### config.mk
export PLATFORM = sky130hd
export DESIGN_NAME = rr_request_arbiter
export DESIGN_NICKNAME = d
export VERILOG_FILES = /design/src/rtl/rr_request_arbiter.sv
export SDC_FILE = /design/constraint.sdc
export NUM_CORES = 1
export LEC_CHECK = 0
export CORE_MARGIN = 2
export CORE_UTILIZATION = 48
export DETAILED_ROUTE_END_ITERATION = 10
export HOLD_SLACK_MARGIN = 0.15
export PLACE_DENSITY = 0.74
export SYNTH_ARGS = -nofsm -noshare
export SYNTH_HDL_FRONTEND = slang
export SYNTH_SLANG_ARGS = --single-unit
### constraint.sdc
create_clock -name clk -period 1.8 [get_ports clk]
set_input_delay 0.36 -clock clk [delete_from_list [all_inputs] [get_ports clk]]
set_output_delay 0.36 -clock clk [all_outputs]
set_load 0.02 [all_outputs]
### src/rtl/rr_request_arbiter.sv
// Round-robin arbiter over three sticky request sources. It offers one source at a
// time to a downstream grant encoder and drops the offer if no ack arrives in time.
module rr_request_arbiter #(
  parameter int unsigned TIMEOUT = 15
) (
  input  logic       clk,
  input  logic       rst_n,
  input  logic [2:0] req_in,
  input  logic       ack,
  output logic [2:0] request,
  output logic       valid,
  output logic       timeout_err,
  output logic [7:0] timeout_cnt
);

  localparam logic [7:0] TLAST = 8'(TIMEOUT - 1);

  typedef enum logic {IDLE, OFFER} state_t;

  state_t     state_reg, state_next;
  logic [2:0] pending_reg, pending_next;
  logic [2:0] request_reg, request_next;
  logic       valid_reg, valid_next;
  logic       terr_reg, terr_next;
  logic [7:0] cnt_reg, cnt_next;
  logic [7:0] timer_reg, timer_next;
  logic [1:0] ptr_reg, ptr_next;
  logic [1:0] sel_reg, sel_next;

  logic [2:0] eligible;
  logic [1:0] start_idx;
  logic [1:0] cand_idx [3];
  logic [2:0] cand_hit;
  logic [1:0] pick_idx;
  logic [2:0] pick_onehot;

  assign eligible  = pending_reg | req_in;
  assign start_idx = (ptr_reg == 2'd2) ? 2'd0 : ptr_reg + 2'd1;

  // Candidate gi is the source visited gi steps after the one following ptr.
  genvar gi;
  for (gi = 0; gi < 3; gi++) begin : g_cand
    logic [2:0] sum;
    assign sum          = {1'b0, start_idx} + 3'(gi);
    assign cand_idx[gi] = (sum >= 3'd3) ? 2'(sum - 3'd3) : sum[1:0];
    assign cand_hit[gi] = eligible[cand_idx[gi]];
  end

  always_comb begin
    pick_idx = cand_idx[2];
    if (cand_hit[0])      pick_idx = cand_idx[0];
    else if (cand_hit[1]) pick_idx = cand_idx[1];
    pick_onehot = 3'b001 << pick_idx;
  end

  always_comb begin
    state_next   = state_reg;
    pending_next = pending_reg | req_in;
    request_next = request_reg;
    valid_next   = valid_reg;
    terr_next    = 1'b0;
    cnt_next     = cnt_reg;
    timer_next   = timer_reg;
    ptr_next     = ptr_reg;
    sel_next     = sel_reg;
    case (state_reg)
      IDLE: begin
        if (eligible != 3'b000) begin
          request_next = pick_onehot;
          valid_next   = 1'b1;
          sel_next     = pick_idx;
          timer_next   = 8'd0;
          state_next   = OFFER;
        end
      end
      OFFER: begin
        if (ack || timer_reg == TLAST) begin
          // A source re-requesting on the closing edge stays pending.
          pending_next = (pending_reg & ~request_reg) | req_in;
          ptr_next     = sel_reg;
          request_next = 3'b000;
          valid_next   = 1'b0;
          state_next   = IDLE;
          if (!ack) begin
            terr_next = 1'b1;
            if (cnt_reg != 8'hFF) cnt_next = cnt_reg + 8'd1;
          end
        end else begin
          timer_next = timer_reg + 8'd1;
        end
      end
    endcase
  end

  always_ff @(posedge clk) begin
    if (!rst_n) begin
      state_reg   <= IDLE;
      pending_reg <= 3'b000;
      request_reg <= 3'b000;
      valid_reg   <= 1'b0;
      terr_reg    <= 1'b0;
      cnt_reg     <= 8'd0;
      timer_reg   <= 8'd0;
      ptr_reg     <= 2'd2;
      sel_reg     <= 2'd0;
    end else begin
      state_reg   <= state_next;
      pending_reg <= pending_next;
      request_reg <= request_next;
      valid_reg   <= valid_next;
      terr_reg    <= terr_next;
      cnt_reg     <= cnt_next;
      timer_reg   <= timer_next;
      ptr_reg     <= ptr_next;
      sel_reg     <= sel_next;
    end
  end

  assign request     = request_reg;
  assign valid       = valid_reg;
  assign timeout_err = terr_reg;
  assign timeout_cnt = cnt_reg;

endmodule

==> results.md, run 1 <==
- The floorplan step set the die height to 58.9 um.
- For this run, the leading register cell type out of synthesis is sky130_fd_sc_hd__dfxtp_1.
- The run finished, with violations left.
- Max-cap violations in this run came to 0.
- The worst register-to-register path begins at timer_reg[0].
- The wire length of the first global-routing pass is 5870 um.
- Broken down by cell family, the worst path's largest delay share belongs to buffers and inverters.
- The final critical-path share of the clock period is between 90% and 100%.
- The floorplan has 19 rows.
- The count of antenna diodes in the layout is 0.
- The post-detailed-route DRC marker count is 2.
- The area of the die is about 3500 um^2.
- The sum of buffers and inverters on the critical path is 1.
- For this configuration, the core starts out at a cell density of between 50% and 60%.
- After synthesis, the netlist uses 49 different library cells.
- Yosys printed 0 warnings.
- The register-to-register path setup slack is roughly 0.11 ns.
- Summing every instance area after synthesis gives roughly 1400 um^2.
- The first-pass detailed-route iteration total is 7.
- Adding up every negative setup slack in the final design gives 0 ns.
- After detailed routing, the average wire length per cell comes to ~15 um.
- The tightest min-delay check is of the flop to flop type.
- Summing the sequential cell areas from Yosys gives between 40% and 50% of the chip area.
- Clock tree synthesis selected as its root buffer the cell sky130_fd_sc_hd__clkbuf_4.
- TritonCTS built the clock tree.
- Counting every net in the synthesized netlist gives ~170.
- The congestion estimate from routability-driven global placement came to 0.855.
- Once the clock tree was built, the setup fixing pass inserted 0 buffers.
- Setup repair after global routing left no endpoint under its margin.
- The worst setup path is captured at a primary output.
- The synthesized instance count is ~160.
- In this run the number of H-tree levels came out at 2.
- The peak clock frequency supported by timing is between 500 and 600 MHz.
- The synthesized netlist devotes 2.60% of its cell area to adder and majority cells.
- The number of enable-type register cells in the synthesized netlist is 0.
- Using the TritonRoute via totals, the vias-per-cell ratio works out to 6.07.
- The worst setup path is launched from a flop.
- Data on the critical path is required at its endpoint by 1.44 ns.
- The clock net in this run drives a total of 29 sinks.
- The region available for standard cell placement spans about 2800 um^2.
- The clock-pin slew on the worst setup and hold paths is about 0.090 ns.
- By area, the combinational part of the netlist is dominated by simple AND/OR/NAND/NOR gates.
- For this run, asynchronously set or reset flops after synthesis account for 0%.
- Along the worst path, the maximum fanout reaches 4.
- From left edge to right edge, the die measures ~59 um.
- The largest voltage drop on the vdd net is 0.419 mV.
- The highest cell delay on the worst timing path is roughly 0.63 ns.
- The completed layout was analyzed and its total power is between 1000 and 1500 uW.
- The checks that failed: DRC.
- In this run the worst setup path terminates at timeout_cnt[5].
- The relative area change from synthesis to final layout is 26.6%.
- The deepest clock path buffer count is 2.
- The signal on the critical path passes through clkdlybuf4s50_1.
- The number of cells on the worst reg-to-reg path is 6.
- The count of hold-fix buffers inserted at cts is 0.
- The final route contains roughly 1400 vias.
- The detailed-placement wirelength estimate is 2440 um.
- For this run the aggregate overflow at the end of global routing stands at 0.
- Summing all non-filler instances in the final layout gives an area of roughly 1800 um^2.
- Input and output buffers added on the ports amount to 18.
- The largest individual stage delay along the critical path comes from the cell sky130_fd_sc_hd__clkdlybuf4s50_1.
- The area fraction in compound gates after synthesis is just over 20%.
- For the worst setup path, the data arrival time is around 1.4 ns.
- Setup violations remaining at the end of the flow were counted as 0.
- The synthesized netlist devotes 28.2% of its cell area to simple gates.
- The post-detailed-placement cell area is ~1800 um^2.
- For this design the ratio of total power to cell area is approximately 690 nW/um^2.
- The slew of the pin with the lowest slew margin is between 0.3 and 0.4 ns.
- The count of endpoints failing hold in the final timing report is 0.
- A synthesized cell averages slightly below 9 um^2.
- Of the cells placed in the final design, the portion with a size suffix greater than 1 is about a fifth.
- The mux share of post-synthesis cell area is under 10%.
- The overall global routing resource usage is about 23%.
- The number of buffers inserted during clock tree synthesis is 5.
- The synthesized netlist devotes 0% of its cell area to XOR and XNOR gates.
- The worst pin sits at a relative slew slack of about three quarters.
- The number of violations reported at the end of detailed-routing iteration 0 is slightly above 80.
- The clock insertion delay at the later pin of the skew report is roughly 0.32 ns.
- The final core utilization is 65.3%.
- Summed over all cells, the static leakage comes to ~0.0007 uW.
- Once detail routing completed, the nets flagged for antenna violations numbered 0.
- The maximum number of pins on one net before global-route repair is 21.
- The final-stage net count is around 210.
- In this run the number of cells on the critical path is 1.
- The classification of the worst setup path is flop to primary output.
- In this run the worst setup path begins at timeout_cnt[5].
- The count of pins on the block boundary is 19.
- The minimum clock period after layout is around 1.7 ns.
- The worst reg2reg path endpoint is timeout_cnt[4].
- The number of global-route vias before repair is between 1000 and 1500.
- The count of final max-slew check failures is 0.
- Summed over all layers, the routed wires come to approximately 3400 um.
- The worst clock skew is approximately 0.0093 ns.
- The initial antenna violation count is 0.
- The flop and latch count out of synthesis is 29.
-- through the flow --
| step | instances | setup slack (ns) | hold WS (ns) |
|---|---|---|---|
| 2_1_floorplan | 163 | 0.0845 | 0.436 |
| 3_3_place_gp | 224 | -0.0971 | 0.446 |
| 3_5_place_dp | 224 | -0.158 | 0.474 |
| 4_1_cts | 231 | 0.0161 | 0.495 |
| 5_1_grt | 231 | 0.00784 | 0.521 |
| 6_report | 231 | 0.0938 | 0.486 |
-- metal layers --
layer / routed length, um / GRT usage (%)
met5: 0 / 0
met4: 66 / 9.42
met3: 180 / 6.15
met2: 1580 / 37.6
met1: 1530 / 27.3
-- layout make-up --
type | count | area (um^2)
fillers | 254 | 973
multi-input cells | 121 | 797
flip-flops and latches | 29 | 581
repair buffers | 40 | 349
clock buffers | 7 | 55.1
well taps | 31 | 38.8
inverters | 3 | 11.3
-- worst min-delay path by stage --
stage / startpoint / endpoint / slack [ns] / cells past startpoint
6_report: sel_reg[1] / sel_reg[1] / 0.49 / 2
5_1_grt: request[2] / request[2] / 0.52 / 2
4_1_cts: sel_reg[1] / sel_reg[1] / 0.49 / 2
3_5_place_dp: sel_reg[1] / ptr_reg[1] / 0.47 / 2
3_3_place_gp: sel_reg[1] / sel_reg[1] / 0.45 / 2
2_1_floorplan: sel_reg[1] / sel_reg[1] / 0.44 / 2
-- report_power, final --
group	internal, uW	total [uW]	leakage [uW]	switching [uW]
Clock	184	398	0.0000314	214
Combinational	86.2	179	0.000443	92.9
Sequential	663	678	0.000236	14.5
Total	934	1250	0.000710	321
-- synthesized netlist by cell type (2+ instances only) --
master,number,area [um^2]
sky130_fd_sc_hd__dfxtp_1,29,581
sky130_fd_sc_hd__a21oi_1,14,70.1
sky130_fd_sc_hd__nand2_1,13,48.8
sky130_fd_sc_hd__nand3_1,9,45.0
sky130_fd_sc_hd__nor2_1,9,33.8
sky130_fd_sc_hd__nand4_1,7,43.8
sky130_fd_sc_hd__clkbuf_1,5,18.8
sky130_fd_sc_hd__mux2i_1,5,50.1
sky130_fd_sc_hd__nor3_1,5,25.0
sky130_fd_sc_hd__nor3b_1,4,30.0
sky130_fd_sc_hd__o21ai_0,4,20.0
sky130_fd_sc_hd__o31ai_1,4,30.0
sky130_fd_sc_hd__and3_1,3,18.8
sky130_fd_sc_hd__ha_1,3,37.5
sky130_fd_sc_hd__nand2b_1,3,18.8
sky130_fd_sc_hd__nor4_1,3,18.8
sky130_fd_sc_hd__or4_1,3,22.5
sky130_fd_sc_hd__a211oi_1,2,15.0
sky130_fd_sc_hd__a311oi_1,2,17.5
sky130_fd_sc_hd__a31oi_1,2,12.5
sky130_fd_sc_hd__buf_4,2,15.0
sky130_fd_sc_hd__buf_6,2,22.5
sky130_fd_sc_hd__inv_1,2,7.51
sky130_fd_sc_hd__o221ai_1,2,17.5
sky130_fd_sc_hd__or3_1,2,12.5
-- layout by cell type, fill, tap and decap left out, types with 2 or more instances in the layout --
master / Yosys / final
sky130_fd_sc_hd__inv_1: 2 / 2
sky130_fd_sc_hd__nor4_1: 3 / 3
sky130_fd_sc_hd__o221ai_1: 2 / 2
sky130_fd_sc_hd__dfxtp_1: 29 / 29
sky130_fd_sc_hd__nor2_1: 9 / 8
sky130_fd_sc_hd__a211oi_1: 2 / 2
sky130_fd_sc_hd__nor3_1: 5 / 5
sky130_fd_sc_hd__or4_1: 3 / 3
sky130_fd_sc_hd__mux2i_1: 5 / 5
sky130_fd_sc_hd__a311oi_1: 2 / 2
sky130_fd_sc_hd__nor3b_1: 4 / 4
sky130_fd_sc_hd__a21oi_1: 14 / 14
sky130_fd_sc_hd__nand2b_1: 3 / 3
sky130_fd_sc_hd__nand3_1: 9 / 9
sky130_fd_sc_hd__clkdlybuf4s50_1: 0 / 15
sky130_fd_sc_hd__nand4_1: 7 / 7
sky130_fd_sc_hd__clkbuf_4: 0 / 5
sky130_fd_sc_hd__nand2_1: 13 / 13
sky130_fd_sc_hd__and3_1: 3 / 3
sky130_fd_sc_hd__or3_1: 2 / 2
sky130_fd_sc_hd__dlymetal6s2s_1: 0 / 2
sky130_fd_sc_hd__o31ai_1: 4 / 4
sky130_fd_sc_hd__buf_4: 2 / 22
sky130_fd_sc_hd__o21ai_0: 4 / 4
sky130_fd_sc_hd__a31oi_1: 2 / 2
sky130_fd_sc_hd__ha_1: 3 / 3
-- kinds of logic (layout without fill, tap and decap cells) --
kind of cell | Yosys count | in the layout
adder cells (fa/ha/maj) | 3 | 3
AND/OR/NAND/NOR | 70 | 70
flip-flops | 29 | 29
multiplexers | 5 | 5
AO/OA/AOI/OAI | 43 | 43
buffers and inverters | 13 | 50
-- repair_timing --
item | in CTS | in global routing
endpoints found under the setup margin | 1 | 5
resized for setup | 1 | 4
endpoints found under the hold margin | 0 | 0
pin swaps | 0 | 1
gates cloned | 0 | 0
No activity file was read; power rests on OpenSTA's default activity.
==> run 2, diff against run 1 <==
--- a/config.mk
+++ b/config.mk
@@ -5,11 +5,12 @@
 export SDC_FILE = /design/constraint.sdc
 export NUM_CORES = 1
 export LEC_CHECK = 0
+export ABC_AREA = 1
 export CORE_MARGIN = 2
-export CORE_UTILIZATION = 48
+export CORE_UTILIZATION = 49
 export DETAILED_ROUTE_END_ITERATION = 10
 export HOLD_SLACK_MARGIN = 0.15
-export PLACE_DENSITY = 0.74
+export PLACE_DENSITY = 0.75
 export SYNTH_ARGS = -nofsm -noshare
 export SYNTH_HDL_FRONTEND = slang
 export SYNTH_SLANG_ARGS = --single-unit
==> run 2 against run 1 <==
Net effect:
- the run now ends clean
- die area grew 3.5%
- cell count increased by 24%
- synthesized cell count grew 36%
- critical endpoint is now timeout_cnt[4]
- total power up 16%
- flip-flop and latch count is the same
- critical path type unchanged
- global-route usage down 2.1 points
- sequential share of layout area is 1.2 points lower
==> results.md, run 2 <==
- The final total negative setup slack is 0 ns (unchanged).
- The worst reg2reg path endpoint is timeout_cnt[5].
- The path length in cells of the critical path was 1 (unchanged).
- The worst clock skew is 0.0130 ns (+0.00366 ns).
- On the critical path, the stage with the largest delay is an instance of sky130_fd_sc_hd__clkdlybuf4s50_1.
- The deepest clock path buffer count is 2 (unchanged).
- The most common cell in the synthesized netlist is sky130_fd_sc_hd__nand2_1.
- The number of sinks on the clock net came to 29 (unchanged).
- The largest voltage drop on the vdd net came to 0.469 mV (+12%).
- The count of endpoints failing hold in the final timing report is 0 (unchanged).
- The highest cell delay on the worst timing path is 0.64 ns (about the same).
- The average wire length per cell after detail routing was 11.1 um (-24%).
- The final routed wirelength across all metal layers is 3170 um (-5.6%).
- The most common cell after layout, fill and taps aside is sky130_fd_sc_hd__nand2_1.
- The kind of launch point of the worst setup path is a flop.
- The synthesized cell area is 1530 um^2 (+6.0%).
- The number of core rows is 20 (+1).
- The CTS H-tree depth is 2 (unchanged).
- The flop and latch count out of synthesis is 29 (unchanged).
- In this design, the largest share of critical-path delay is due to buffers and inverters.
- The number of violations reported at the end of detailed-routing iteration 0 was 78 (-3.7%).
- The final weighted congestion in routability-driven placement is 0.967 (+13%).
- The maximum number of pins on one net before global-route repair is 15 (-29%).
- TritonCTS built the clock tree.
- The data arrival time at the worst-slack endpoint is 1.38 ns (+0.03 ns).
- Setup repair after global routing left no endpoint under its margin.
- The vias after detailed routing is 1423 (+1.4%).
- The final-stage net count is 261 (+25%).
- The vertical die dimension is 59.9 um (+1.8%).
- The final number of setup-violating endpoints is 0 (unchanged).
- The number of global-route vias before repair is 1242 (-6.3%).
- The first element of the critical path is timeout_cnt[4].
- The mean instance size in the synthesized netlist is 6.94 um^2 (-22%).
- The max-capacitance violation count is 0 (unchanged).
- Leaving out fill and tap cells, the most frequent cells in the layout are sky130_fd_sc_hd__nand2_1 (52), sky130_fd_sc_hd__inv_1 (30), sky130_fd_sc_hd__dfxtp_1 (29), sky130_fd_sc_hd__nand3_1 (24), sky130_fd_sc_hd__a21oi_1 (20).
- The worst register-to-register path begins at timeout_cnt[1].
- The detailed-placement wirelength estimate was 2340 um (-4.2%).
- The relative area change from synthesis to final layout is 24.2%.
- The peak clock frequency supported by timing is 574 MHz (-2.1%).
- The number of buffers inserted during clock tree synthesis is 5 (unchanged).
- The sum of internal, switching and leakage power is 1460 uW (+16%).
- The initial antenna violation count is 0 (unchanged).
- The count of antenna diodes in the layout is 0 (unchanged).
- The vias per cell came to 4.98 (-18%).
- The number of warnings reported in the yosys synthesis log was 0 (unchanged).
- The required time at the endpoint of the critical path is 1.44 ns (about the same).
- The net count of the mapped netlist is 230 (+34%).
- In this run the worst setup path terminates at timeout_cnt[4].
- The final critical-path share of the clock period is 96.8% (+2.0 points).
- Yosys attributes the largest share of cell area to sky130_fd_sc_hd__dfxtp_1 (38%), sky130_fd_sc_hd__nand2_1 (13%), sky130_fd_sc_hd__nand3_1 (7.8%).
- The synthesized instance count is 221 (+36%).
- The count of final max-slew check failures is 0 (unchanged).
- The areal power density over the cells is 765 nW/um^2 (+12%).
- The register area share after synthesis came to 37.9% (-2.3 points).
- The final global-route overflow total is 0 (unchanged).
- In the synthesized netlist the dominant register cell turns out to be sky130_fd_sc_hd__dfxtp_1.
- The critical path in this run is classified as flop to primary output.
- The area of the die is 3590 um^2 (+3.5%).
- The total core area is 3000 um^2 (+7.0%).
- The proportion of netlist area held by the largest area contributor is 37.9% (-2.3 points).
- The antenna violation net count after detailed routing is 0 (unchanged).
- STA classifies the critical path endpoint as a primary output.
- The minimum clock period after layout is 1.74 ns (+0.0369 ns).
- The final non-filler cell area is 1900 um^2 (+4.0%).
- The highest fanout seen on the critical path is 5 (+1).
- The number of filler instances in the final layout came to 287 (+13%).
- Counting instances in the post-synthesis netlist gives the leading cell types as sky130_fd_sc_hd__nand2_1 (52), sky130_fd_sc_hd__inv_1 (30), sky130_fd_sc_hd__dfxtp_1 (29), sky130_fd_sc_hd__nand3_1 (24), sky130_fd_sc_hd__a21oi_1 (20).
- The sum of buffers and inverters on the critical path was 1 (unchanged).
- The clock insertion delay at the later pin of the skew report is 0.34 ns (+0.02 ns).
- The first-pass detailed-route iteration total is 4 (-3).
- The horizontal extent of the die is 59.9 um (+1.8%).
- The synthesized design spends more area on one cell type than any other, namely sky130_fd_sc_hd__dfxtp_1.
- The count of port buffers added during placement is 18 (unchanged).
- The post-detailed-route DRC marker count is 0 (-2).
- The number of cells on the worst reg-to-reg path was 8 (+2).
- The effective utilization at floorplan is 51.0% (-0.52 points).
- The wire length of the first global-routing pass is 5400 um (-8.0%).
- The critical path goes through clkdlybuf4s50_1.
- The buffer type at the clock tree root is sky130_fd_sc_hd__clkbuf_4.
- The post-detailed-placement cell area is 1800 um^2 (+1.8%).
- The standby leakage power is 0.000911 uW (+28%).
- The count of pins on the block boundary is 19 (unchanged).
- The combined area of the multi-input logic cells is 803 um^2 (+0.78%).
- The clock-pin slew on the worst setup and hold paths is 0.09 ns (about the same).
- The relative max-transition margin is 75.6% (+1.0 points).
- The overall global routing resource usage is 20.5% (-2.1 points).
- The register cell area after layout was 581 um^2 (unchanged).
- The fraction of final layout cells with drive strength greater than 1 was 13.8% (-5.7 points).
- The number of different library cells in the post-synthesis netlist is 24 (-51%).
- The slew of the pin with the lowest slew margin is 0.364 ns (-0.0117 ns).
- The register-to-register path setup slack came to 0.16 ns (+0.05 ns).
- The number of enable-type register cells in the synthesized netlist is 0 (unchanged).
- The class of the tightest hold or removal check is flop to flop.
- The share of flip-flops with an asynchronous set or reset after synthesis was 0% (unchanged).
- The run finished with clean final reports.
-- run 2: cell types whose count changed after synthesis, moves of 5 or more --
cell                      delta
sky130_fd_sc_hd__a21oi_1     +6
sky130_fd_sc_hd__inv_1      +28
sky130_fd_sc_hd__mux2i_1     -5
sky130_fd_sc_hd__nand2_1    +39
sky130_fd_sc_hd__nand2_2     +6
sky130_fd_sc_hd__nand3_1    +15
sky130_fd_sc_hd__nor2_1      +6
sky130_fd_sc_hd__xor2_1      +8
-- run 2: final cells by class --
class	instances	share of cell area, %
Clock buffer	7	2.89
Clock inverter	1	1.58
Inverter	36	7.16
Multi-Input combinational cell	153	42.2
Sequential cell	29	30.5
Tap cell	33	2.17
Timing Repair Buffer	27	13.5
-- run 2: kinds of logic (layout without fill, tap and decap cells) --
kind of cell | count (synthesis) | after routing | synth area share (%)
compound gates | 34 | 34 | 13.0
xor+xnor | 8 | 8 | 4.57
fa+ha+maj | 3 | 3 | 2.45
buf+inv | 39 | 71 | 9.71
flops | 29 | 29 | 37.9
simple gates | 108 | 108 | 32.4
-- run 2: where the power goes --
part           internal (uW)  switching [uW]  total [uW]
logic                   81.8             124         206
registers                669            18.9         688
clock network            331             231         562
-- run 2: metrics by stage --
| step | hold WS (ns) | instances | setup slack, ns | utilization [%] |
|---|---|---|---|---|
| finish | 0.465 | 286 | 0.0569 | 63.4 |
| global route | 0.495 | 286 | 0.00291 | 63.4 |
| CTS | 0.474 | 285 | 0.0159 | 62.8 |
| detailed placement | 0.459 | 277 | 0.0269 | 60.0 |
| global placement | 0.457 | 277 | 0.0910 | 60.0 |
| floorplan | 0.441 | 221 | 0.150 | - |
-- run 2: how the worst min path moves through the flow --
stage / start / end / cells past startpoint
after global placement: sel_reg[0] / sel_reg[0] / 2
after floorplan: sel_reg[0] / sel_reg[0] / 2
after global routing: sel_reg[0] / sel_reg[0] / 2
final: valid / valid / 2
after detailed placement: sel_reg[0] / sel_reg[0] / 2
after CTS: sel_reg[0] / sel_reg[0] / 2
-- run 2: what timing repair did --
action                                  4_1_cts  5_1_grt
setup buffers                                 0        1
hold buffers                                  0        0
resized for setup                             0        4
endpoints found under the setup margin        0        7
hold endpoints to repair                      0        0
-- run 2: routing by layer --
metal	GRT usage [%]	vias up	part of all wire, %	wire length, um
li1	-	772	-	-
met1	26.0	611	50	1570
met2	31.2	35	43	1370
met3	7.79	5	5.6	178
met4	8.25	0	1.5	48
met5	0	-	0	0
==> run 3, diff against run 2 <==
--- a/config.mk
+++ b/config.mk
@@ -7,10 +7,10 @@
 export LEC_CHECK = 0
 export ABC_AREA = 1
 export CORE_MARGIN = 2
-export CORE_UTILIZATION = 49
+export CORE_UTILIZATION = 54
 export DETAILED_ROUTE_END_ITERATION = 10
 export HOLD_SLACK_MARGIN = 0.15
-export PLACE_DENSITY = 0.75
+export PLACE_DENSITY = 0.78
 export SYNTH_ARGS = -nofsm -noshare
 export SYNTH_HDL_FRONTEND = slang
 export SYNTH_SLANG_ARGS = --single-unit
==> constraint.sdc (replaced) <==
create_clock -name clk -period 2 [get_ports clk]
set_input_delay 0.4 -clock clk [delete_from_list [all_inputs] [get_ports clk]]
set_output_delay 0.4 -clock clk [all_outputs]
set_load 0.02 [all_outputs]
==> run 3 against run 2 <==
Net effect:
- combinational power down 10%
- via count up 3.2%
- critical path depth unchanged
- total power down 15%
- flip-flop and latch count unchanged
- critical path type unchanged
==> results.md, run 3 (same netlist as run 2, synthesis figures left out) <==
- The run finished with clean final reports.
- The areal power density over the cells is 663 nW/um^2 (-13%).
- The count of pins on the block boundary came to 19 (unchanged).
- The top cell types in the final layout, fill and taps aside, are sky130_fd_sc_hd__nand2_1 (52), sky130_fd_sc_hd__inv_1 (30), sky130_fd_sc_hd__dfxtp_1 (29), sky130_fd_sc_hd__nand3_1 (24), sky130_fd_sc_hd__a21oi_1 (20).
- The area of the die is 3280 um^2 (-8.7%).
- The final-stage net count came to 259 (-0.77%).
- The worst clock skew is 0.0137 ns (+0.000698 ns).
- Setup repair after global routing left no endpoint under its margin.
- The standby leakage power is 0.000824 uW (-9.5%).
- The reg-to-reg startpoint is timeout_cnt[0].
- The total core area came to 2730 um^2 (-9.0%).
- The relative max-transition margin is 77.8% (+2.1 points).
- The final weighted congestion in routability-driven placement came to 0.844 (-13%).
- The clock insertion delay at the later pin of the skew report is 0.35 ns (about the same).
- The CTS H-tree depth is 2 (unchanged).
- Leaving out fill and tap cells, the most frequent cell in the layout is sky130_fd_sc_hd__nand2_1.
- The count of final max-slew check failures is 0 (unchanged).
- The count of antenna diodes in the layout is 0 (unchanged).
- The count of cells resized by post-cts repair is 0 (unchanged).
- The first-pass detailed-route iteration total is 4 (unchanged).
- The worst-case hold slack is 0.470 ns (+0.00513 ns).
- The count of port buffers added during placement is 18 (unchanged).
- The post-route non-filler standard cell count came to 282 (-1.4%).
- The vias per cell was 5.21 (+4.6%).
- The vertical die dimension is 57.3 um (-4.4%).
- The effective utilization at floorplan is 56.1% (+5.0 points).
- The final number of setup-violating endpoints is 0 (unchanged).
- Based on the critical path, the design can be clocked at up to 549 MHz.
- The post-placement setup slack was 0.171 ns (+0.145 ns).
- The class of the tightest hold or removal check is flop to flop.
- The largest voltage drop on the vdd net is 0.563 mV (+20%).
- Traced cell by cell, the critical path runs through clkdlybuf4s50_1.
- The count of hold-fix buffers inserted at cts is 0 (unchanged).
- The relative area change from synthesis to final layout is 21.5%.
- The number of buffers added for setup after CTS was 0 (unchanged).
- Grouping stages by cell kind, the critical path spends the most delay in buffers and inverters.
- The count of endpoints failing hold in the final timing report is 0 (unchanged).
- The number of sinks on the clock net came to 29 (unchanged).
- The register-to-register path setup slack was 0.35 ns (+0.19 ns).
- The endpoint of the most critical setup path is timeout_cnt[4].
- The slowest library cell on the worst path is sky130_fd_sc_hd__clkdlybuf4s50_1.
- The required time at the endpoint of the critical path is 1.60 ns (+0.16 ns).
- The buffer type at the clock tree root is sky130_fd_sc_hd__clkbuf_4.
- The vias after detailed routing was 1468 (+3.2%).
- The fraction of final layout cells with drive strength greater than 1 came to 13.5% (-0.29 points).
- The deepest clock path buffer count is 2 (unchanged).
- The data arrival time at the worst-slack endpoint came to 1.42 ns (+0.04 ns).
- The number of violations reported at the end of detailed-routing iteration 0 came to 62 (-21%).
- The post-detailed-route DRC marker count was 0 (unchanged).
- The clock-pin slew on the worst setup and hold paths came to 0.10 ns (about the same).
- The average wire length per cell after detail routing was 11.8 um (+6.1%).
- The number of global-route vias before repair is 1258 (+1.3%).
- In the finished design, the share of the clock period the worst path needs comes to between 90% and 100%.
- TritonCTS built the clock tree.
- The endpoint identified for the worst register-to-register timing path is timeout_cnt[7].
- The highest fanout seen on the critical path is 5 (unchanged).
- The overall global routing resource usage was 22.0% (+1.5 points).
- The number of instances in the placed design is 274 (-1.1%).
- The final total negative setup slack is 0 ns (unchanged).
- Tracing the worst setup path back leads to its startpoint at timeout_cnt[4].
- The final global-route overflow total is 0 (unchanged).
- The path length in cells of the critical path was 1 (unchanged).
- The max-capacitance violation count is 0 (unchanged).
- The sum of buffers and inverters on the critical path is 1 (unchanged).
- The wire length of the first global-routing pass is 5510 um (+2.1%).
- The number of cells on the worst reg-to-reg path came to 8 (unchanged).
- The worst setup path is launched from a flop.
- The category of the worst setup path capture point is a primary output.
- The initial antenna violation count came to 0 (unchanged).
- The antenna violation net count after detailed routing is 0 (unchanged).
- The detailed-placement wirelength estimate is 2320 um (-0.77%).
- The worst setup margin was 0.178 ns (+0.121 ns).
- The number of core rows was 19 (-5.0%).
- The horizontal extent of the die came to 57.3 um (-4.4%).
- The number of buffers inserted during clock tree synthesis came to 5 (unchanged).
- The final routed wirelength across all metal layers is 3320 um (+4.6%).
- The maximum number of pins on one net before global-route repair was 12 (-3).
- The minimum clock period after layout is ~1.8 ns.
- The classification of the worst setup path is flop to primary output.
- The highest cell delay on the worst timing path is 0.64 ns (about the same).
- The slew of the pin with the lowest slew margin is 0.332 ns (-0.0320 ns).
## run 3: cell types whose count changed in the layout (fill, tap and decap cells not counted), sizes merged
cell	delta
buf	-2
bufinv	-1
clkinv	+1
dlymetal6s2s	-4
clkdlybuf4s50	+4
## run 3: worst min path at each step
stage,startpoint,end,slack [ns],cells past startpoint
after global placement,sel_reg[0],sel_reg[0],0.45,2
final,valid,valid,0.47,2
after detailed placement,valid,valid,0.46,2
after global routing,valid,valid,0.51,2
after floorplan,sel_reg[0],sel_reg[0],0.44,2
after CTS,valid,valid,0.48,2
## run 3: power by group
group / total, uW / switching [uW] / internal, uW
Clock: 428 / 225 / 203
Combinational: 185 / 113 / 72.4
Sequential: 620 / 18.1 / 602
Total: 1230 / 356 / 878
## run 3: metal layers
metal | global-route usage [%] | vias up | routed length [um] | part of all wire (%)
li1 | - | 762 | - | -
met2 | 33.8 | 59 | 1430 | 43
met3 | 6.80 | 9 | 256 | 7.7
met4 | 8.97 | 0 | 69 | 2.1
met1 | 28.8 | 638 | 1560 | 47
met5 | 0 | - | 0 | 0
## run 3: stage by stage
| step | cell area [um^2] | util [%] | power, uW |
|---|---|---|---|
| 2_1_floorplan | 1530 | - | 745 |
| 3_3_place_gp | 1790 | 65.5 | 814 |
| 3_5_place_dp | 1790 | 65.5 | 817 |
| 4_1_cts | 1860 | 68.1 | 1240 |
| 5_1_grt | 1860 | 68.1 | 1290 |
| 6_report | 1860 | 68.1 | 1230 |
## run 3: final cells by class
class                           count  area, um^2
Clock buffer                        7        65.1
Sequential cell                    29         581
Timing Repair Buffer               25         233
Inverter                           36         136
Clock inverter                      1        5.00
Fill cell                         242         872
Tap cell                           31        38.8
Multi-Input combinational cell    153         803
